### config.mk
export PLATFORM = sky130hd
export DESIGN_NAME = magcomp_result_tracker
export DESIGN_NICKNAME = d
export VERILOG_FILES = /design/src/rtl/magcomp_result_tracker.sv
export SDC_FILE = /design/constraint.sdc
export NUM_CORES = 1
export LEC_CHECK = 0
export CORE_MARGIN = 1
export CORE_UTILIZATION = 40
export DETAILED_ROUTE_END_ITERATION = 8
export PLACE_DENSITY = 0.76
export SLEW_MARGIN = 30
export SYNTH_ARGS = -nofsm -noshare
export SYNTH_HDL_FRONTEND = slang
export SYNTH_SLANG_ARGS = --single-unit
### constraint.sdc
create_clock -name clk -period 3.72 [get_ports clk]
set_input_delay 0.744 -clock clk [delete_from_list [all_inputs] [get_ports clk]]
set_output_delay 0.744 -clock clk [all_outputs]
set_load 0.01 [all_outputs]
### src/rtl/magcomp_result_tracker.sv
// Result tracker behind the 4-bit magnitude comparator: saturating outcome counts, run length,
// last outcome, change pulse and latched fault. Optional run_irq output via MAGCOMP_RUN_IRQ_EN.
module magcomp_result_tracker #(
    parameter int CNT_W      = 8,
    parameter int RUN_W      = 4,
    parameter int RUN_THRESH = 4
) (
    input  logic             clk,
    input  logic             rst_n,
    input  logic             sample,
    input  logic             clear,
    input  logic             greater,
    input  logic             less,
    input  logic             equal,
    output logic [CNT_W-1:0] gt_count,
    output logic [CNT_W-1:0] lt_count,
    output logic [CNT_W-1:0] eq_count,
    output logic [RUN_W-1:0] run_len,
    output logic [1:0]       last_result,
    output logic             change,
    output logic             fault
`ifdef MAGCOMP_RUN_IRQ_EN
    ,
    output logic             run_irq
`endif
);

    typedef enum logic [1:0] {
        ST_EMPTY = 2'd0,
        ST_TRACK = 2'd1,
        ST_FAULT = 2'd2
    } state_e;

    localparam logic [1:0] RES_NONE = 2'b00;
    localparam logic [1:0] RES_LT   = 2'b01;
    localparam logic [1:0] RES_GT   = 2'b10;
    localparam logic [1:0] RES_EQ   = 2'b11;

    if (RUN_THRESH < 1 || RUN_THRESH > (2**RUN_W) - 1) begin : g_bad_thresh
        $error("magcomp_result_tracker: RUN_THRESH outside 1..2^RUN_W-1");
    end

    function automatic logic [CNT_W-1:0] sat_inc_cnt(input logic [CNT_W-1:0] v);
        return (v == {CNT_W{1'b1}}) ? v : v + CNT_W'(1);
    endfunction

    function automatic logic [RUN_W-1:0] sat_inc_run(input logic [RUN_W-1:0] v);
        return (v == {RUN_W{1'b1}}) ? v : v + RUN_W'(1);
    endfunction

    state_e           state_q, state_d;
    logic [CNT_W-1:0] gt_q, gt_d, lt_q, lt_d, eq_q, eq_d;
    logic [RUN_W-1:0] run_q, run_d;
    logic [1:0]       last_q, last_d;
    logic             change_q, change_d;
    logic             fault_q, fault_d;
    logic             irq_q, irq_d;

    logic             legal;
    logic             same;
    logic [1:0]       code;

    always_comb begin
        legal    = ({greater, less, equal} == 3'b100) ||
                   ({greater, less, equal} == 3'b010) ||
                   ({greater, less, equal} == 3'b001);
        code     = greater ? RES_GT : (less ? RES_LT : RES_EQ);
        same     = (state_q == ST_TRACK) && (code == last_q);

        state_d  = state_q;
        gt_d     = gt_q;
        lt_d     = lt_q;
        eq_d     = eq_q;
        run_d    = run_q;
        last_d   = last_q;
        change_d = 1'b0;
        fault_d  = fault_q;
        irq_d    = 1'b0;

        if (clear) begin
            state_d = ST_EMPTY;
            gt_d    = '0;
            lt_d    = '0;
            eq_d    = '0;
            run_d   = '0;
            last_d  = RES_NONE;
            fault_d = 1'b0;
        end else if (sample && state_q != ST_FAULT) begin
            if (legal) begin
                case (code)
                    RES_GT:  gt_d = sat_inc_cnt(gt_q);
                    RES_LT:  lt_d = sat_inc_cnt(lt_q);
                    default: eq_d = sat_inc_cnt(eq_q);
                endcase
                run_d    = same ? sat_inc_run(run_q) : RUN_W'(1);
                last_d   = code;
                change_d = (state_q == ST_TRACK) && !same;
                state_d  = ST_TRACK;
                // A fresh run reaching the threshold fires; a saturated repeat does not.
                irq_d    = (run_d == RUN_W'(RUN_THRESH)) && (!same || run_q != RUN_W'(RUN_THRESH));
            end else begin
                state_d = ST_FAULT;
                fault_d = 1'b1;
            end
        end
    end

    always_ff @(posedge clk or negedge rst_n) begin
        if (!rst_n) begin
            state_q  <= ST_EMPTY;
            gt_q     <= '0;
            lt_q     <= '0;
            eq_q     <= '0;
            run_q    <= '0;
            last_q   <= RES_NONE;
            change_q <= 1'b0;
            fault_q  <= 1'b0;
            irq_q    <= 1'b0;
        end else begin
            state_q  <= state_d;
            gt_q     <= gt_d;
            lt_q     <= lt_d;
            eq_q     <= eq_d;
            run_q    <= run_d;
            last_q   <= last_d;
            change_q <= change_d;
            fault_q  <= fault_d;
            irq_q    <= irq_d;
        end
    end

    assign gt_count    = gt_q;
    assign lt_count    = lt_q;
    assign eq_count    = eq_q;
    assign run_len     = run_q;
    assign last_result = last_q;
    assign change      = change_q;
    assign fault       = fault_q;

`ifdef MAGCOMP_RUN_IRQ_EN
    assign run_irq = irq_q;
`else
    logic unused_irq;
    assign unused_irq = irq_q;
`endif

endmodule

Word level (Yosys, flattened, before mapping)
Index checks and enable logic that the tools add are counted.
- bits of input ports: 7
- register bits: 34
- output and inout port bits: 32
- add/sub/neg operators: 4
- eq/ne operators: 18
- reduce and logical (&&, ||, !) cells: 17
- multiplexer cells: 34
- operators by type and width (kind ; number):
    2-to-1 mux 8 bit ; 15
    adder 8 x 1 -> 8 bit, second input constant ; 3
    == test 8 bit, second input constant ; 3
    2-to-1 mux 4 bit ; 5
    2-to-1 mux 2 bit ; 8
    AND reduction 4 bit ; 3
    != test 2 bit, second input constant ; 5
    nonzero test 2 bit ; 4
    2-to-1 mux 1 bit ; 6
    adder 4 x 1 -> 4 bit, second input constant ; 1
    == test 2 x 1 -> 1 bit, second input constant ; 2
    == test 4 bit, second input constant ; 1
    AND reduction 2 bit ; 2
    == test 3 x 1 -> 1 bit, second input constant ; 1
    == test 3 x 2 -> 1 bit, second input constant ; 1
    == test 3 bit, second input constant ; 1
    logical AND 1 bit ; 3
    != test 3 bit, second input constant ; 1
    AND reduction 3 bit ; 1
    == test 2 bit ; 1
    == test 2 bit, second input constant ; 1
    logical OR 1 bit ; 2
    != test 2 x 1 -> 1 bit, second input constant ; 1
    OR reduction 2 bit ; 1
    zero test 1 bit ; 1

Depth between registers and ports, before layout
- word-level depth: 9
- mapped depth: 7

Worst setup path after synthesis
Ideal clock, no wire load.
- path type: input port to flip-flop
- start point: in less
- end point: reg eq_q[5], in the netlist eq_count[5]
- path slack: 1.331 ns
- arrival: 2.311 ns
- path buffers: 2
- stages on the path: 7
- path through: buf_6 or3b_1 o21a_2 or3_1 buf_2 or3_1 a21oi_1
- cells in the longest elaborated chain, start to end: 6
- elaborated cells on any way between the ends: 13
- those cells by class: 6 x eq/ne; 2 x mux; 5 x reduce/logical
- RTL lines (item ; line ; text):
    start, declared ; 13 ; input logic less,
    2-to-1 mux 2 bit (2 in series) ; 67 ; code = greater ? RES_GT : (less ? RES_LT : RES_EQ);
    == test 2 x 1 -> 1 bit or == test 2 bit (tied branches) ; 90 ; case (code)
    OR reduction 2 bit (no line) ; -- ;
    != test 2 x 1 -> 1 bit (no line) ; -- ;
    AND reduction 4 bit (no line) * ; -- ;
    end signal, assigned ; 123 ; eq_q <= eq_d;
    end, declared ; 52 ; logic [CNT_W-1:0] gt_q, gt_d, lt_q, lt_d, eq_q, eq_d;
Mark *: on every way between the ends. The rest lies on a longest branch, timed or not.
A chain may end at the register's enable or synchronous reset.

Final worst setup path
- start point: in greater
- end point: reg eq_q[7], in the netlist eq_count[7]
- cells in the longest elaborated chain, start to end: 5
- elaborated cells on any way between the ends: 12
- those cells by class: 6 x eq/ne; 1 x mux; 5 x reduce/logical
- RTL lines (item ; line ; text):
    start, declared ; 12 ; input logic greater,
    2-to-1 mux 2 bit (tied with other cells) ; 67 ;
    == test 2 x 1 -> 1 bit (tied with other cells) ; 90 ;
    OR reduction 2 bit (no line) or logical OR 1 bit (tied branches) ; -- ;
    != test 2 x 1 -> 1 bit (no line) or nonzero test 2 bit (tied branches) ; -- ;
    AND reduction 4 bit (no line) * ; -- ;
Marked as above.

==> impl_results.rst <==
.. list-table::
   :header-rows: 1

   * - Metric
     - Value
   * - Residual DRC count
     - 0
   * - Vias in the first global route
     - about 1,400
   * - Final weighted congestion of routability-driven global placement
     - approximately 0.79
   * - Most common library cell in the layout ignoring fill and taps
     - clkdlybuf4s50_1
   * - Final Hold Vio Count
     - 0
   * - Worst slew pin tran
     - approximately 770 ps
   * - Commonest cells after routing, fill and taps aside
     - clkdlybuf4s50_1 (38), dfrtp_1 (34), nor2_1 (26), a21oi_1 (16)
   * - Die area
     - about 0.0048 sq mm
   * - Final critical path time including I/O delays and setup
     - around 2700 ps
   * - Seq/Total Area, Yosys
     - between 40% and 50%
   * - Number of synthesis warnings
     - 0
   * - TritonCTS clock tree
     - done
   * - Effective utilization at floorplan
     - 41.75%
   * - CTS H-tree lvls
     - 2
   * - Cell area after layout
     - about 0.0023 sq mm
   * - Path depth of the worst reg2reg path
     - 6
   * - Share of power burned in the clock network
     - a little over a third
   * - Clock latency at the later pin of the worst-skew pair
     - roughly 280 ps
   * - Initial DRC Count
     - roughly 120
   * - Die Ht
     - 69.42 um
   * - Port buffer count
     - 38
   * - Internal power component
     - 0.0005439 W
   * - Hold buffer count at CTS
     - 0
   * - Clk Tree Root Cell
     - clkbuf_8
   * - Max Clock Skew
     - approximately 2.3 ps
   * - Average routed wire per standard cell
     - roughly 14 um
   * - Count of non-filler cells in the finished layout
     - a little under 300
   * - Number of synthesized flops with an enable pin
     - 0
   * - Total track usage
     - between 10% and 20%
   * - Mean cell area of the mapped netlist
     - approximately 9.0 sq um
   * - Fraction of layout instances using a drive strength above 1
     - approximately 4.2%
   * - Area of the core region
     - approximately 0.0044 sq mm
   * - Switching share of total power
     - between 20% and 30%
   * - Final worst path period share
     - between 70% and 80%
   * - Pin count of the biggest net entering global routing
     - 36
   * - Total cell area at the placement stage
     - 0.002236 sq mm
   * - Net count of the finished layout
     - 251
   * - Element type at the critical path end
     - flop
   * - Wire length of the first global-routing pass
     - between 6 and 7 mm
   * - Antenna diodes
     - 0
   * - Fraction of registers with async set or reset after synthesis
     - between 90% and 100%
   * - Cell row count
     - 24
   * - Number of clock sinks
     - 34
   * - Number of buffers inserted to repair setup after CTS
     - 0
   * - Count of endpoints failing setup in the final report
     - 0
   * - Critical path type
     - input pin to flop
   * - Total Power Consumption
     - between 0.0007 and 0.0008 W
   * - Number of storage elements in the synthesis netlist
     - 34
   * - Class of the worst hold path
     - flop to flop
   * - Post-Synthesis Net Count
     - approximately 210
   * - Total I/O pin count
     - 39
   * - Area delta synth->final
     - 27.19%
   * - Share of power burned in registers
     - a little over half
   * - Most common flop cell mapped by yosys
     - dfrtp_1
   * - Synthesized instance count
     - about 200
   * - Proportion of power drawn by combinational gates
     - between 10% and 20%
   * - Maximum fanout along the worst path
     - 10
   * - Max capacitance violation total
     - 0
   * - Post-placement cell count
     - between 200 and 300
   * - Net Sw Power
     - 0.0001856 W
   * - Maximum clock frequency
     - 367.4 MHz
   * - Total detailed-routing wirelength
     - roughly 4 mm
   * - Total congestion overflow
     - 0
   * - Run status
     - completed
   * - Unrepaired setup endpoints after global routing
     - no
   * - Final TNS setup
     - 0 ps
   * - Max-slew violations
     - 0
   * - Number of buffers inserted during clock tree synthesis
     - 5
   * - Max-Slew Margin vs Limit
     - approximately 50%
   * - Slack of the worst reg-to-reg path
     - between 1500 and 2000 ps
   * - Count of distinct cell types in the synthesized netlist
     - 37
   * - Largest voltage drop on the vdd net
     - 0.0002418 V
   * - Mapped cell area
     - approximately 0.0018 sq mm
   * - Crit path arrival time
     - 2930 ps
   * - Worst setup endpoint
     - eq_count[7]
   * - Total power density per cell area
     - between 300 and 400 mW/mm^2
   * - Count of cells resized by post-cts repair
     - 0
   * - Hpwl dp
     - between 2 and 3 mm
   * - Via count normalized by instance count
     - about 5.5
   * - Worst-case hold slack
     - 517.2 ps
   * - Reg2Reg Launch Point
     - eq_count[0]
   * - Critical path origin
     - greater
   * - Data required, critical path
     - between 3000 and 4000 ps
   * - Total via count in the routed design
     - 1,596
   * - Buffers from clock root to sink, at most
     - 2
   * - Antenna Violating Nets Remaining
     - 0
   * - Element type at the critical path start
     - input pin
   * - Drt pass-1 iters
     - 4
   * - Leakage
     - between 0.9 and 1 nW
   * - Initial antenna violation count
     - 0
   * - DIE WIDTH
     - 69.42 um
   * - Critical R2R Capture
     - eq_count[7]
   * - Clock-pin slew on the worst setup and hold paths
     - about 60 ps
layout make-up:
type / instances / area, sq um
flip-flops and latches: 34 / 850.8
clock buffers: 7 / 76.32
well taps: 52 / 65.06
repair buffers: 40 / 395.4
multi-input cells: 153 / 902.1
inverters: 6 / 22.52
fillers: 436 / 2042
critical path, stage by stage:
cell             delay, ps
clkdlybuf4s50_1        640
or3b_1                 380
o21a_2                 170
or3_1                  460
or3_1                  380
a21oi_1                140
through the flow:
stage	utilization (%)	setup WS (ps)
final	53.10	998.4
after global placement	51.35	785.8
after floorplan	-	1331
after CTS	53.10	1007
after global routing	53.10	913.1
after detailed placement	51.35	715.1
sequential cells by signal, summed over array words and instances, names as in the netlist:
signal	cells
eq_count	8
gt_count	8
lt_count	8
run_len	4
last_result	2
state_q	2
change	1
fault	1
metal layers:
layer	part of all wire (%)	track usage (%)	vias up
met5	0	0	-
met3	4.7	5.523	4
met1	48	21.83	749
met4	0.86	5.442	0
met2	46	26.86	39
li1	-	-	804
worst min-delay path by stage:
stage,from,to,slack [ps],cells after the start
after floorplan,rst_n,change,450,0
after global placement,fault,fault,500,2
after detailed placement,fault,fault,500,2
after CTS,fault,fault,520,2
after global routing,fault,fault,530,2
final,fault,fault,520,2
synthesized netlist by cell type, drive strengths merged, types with 3 or more instances:
cell type / count / area, sq um
dfrtp: 34 / 850.8
a21oi: 16 / 80.08
o21ai: 15 / 75.07
clkbuf: 5 / 18.77
and4: 3 / 27.53
nand2: 12 / 45.04
nor2: 26 / 97.59
nand4: 9 / 56.30
nor4: 6 / 37.54
and3: 3 / 18.77
nor3: 7 / 35.03
nand2b: 4 / 25.02
nand3: 9 / 45.04
ha: 4 / 50.05
xnor2: 11 / 96.34
buf: 3 / 23.77
inv: 6 / 22.52
or3: 9 / 56.30
power by group through the flow:
stage | clock network, W | logic [W] | registers (W)
finish | 0.000256 | 0.0000826 | 0.000391
global route | 0.000283 | 0.0000924 | 0.000393
CTS | 0.000268 | 0.0000841 | 0.000391
detailed placement | 0 | 0.0000835 | 0.000399
global placement | 0 | 0.0000819 | 0.000398
floorplan | 0 | 0.0000415 | 0.000400
kinds of logic after synthesis:
group / Yosys count / synth area share [%]
simple gates: 93 / 26.77
fa+ha+maj: 4 / 2.753
buf+inv: 14 / 3.579
mux: 2 / 1.101
flops: 34 / 46.80
xor+xnor: 12 / 5.781
compound gates: 42 / 13.21
Note: power is estimated with default switching activity, not from simulation.
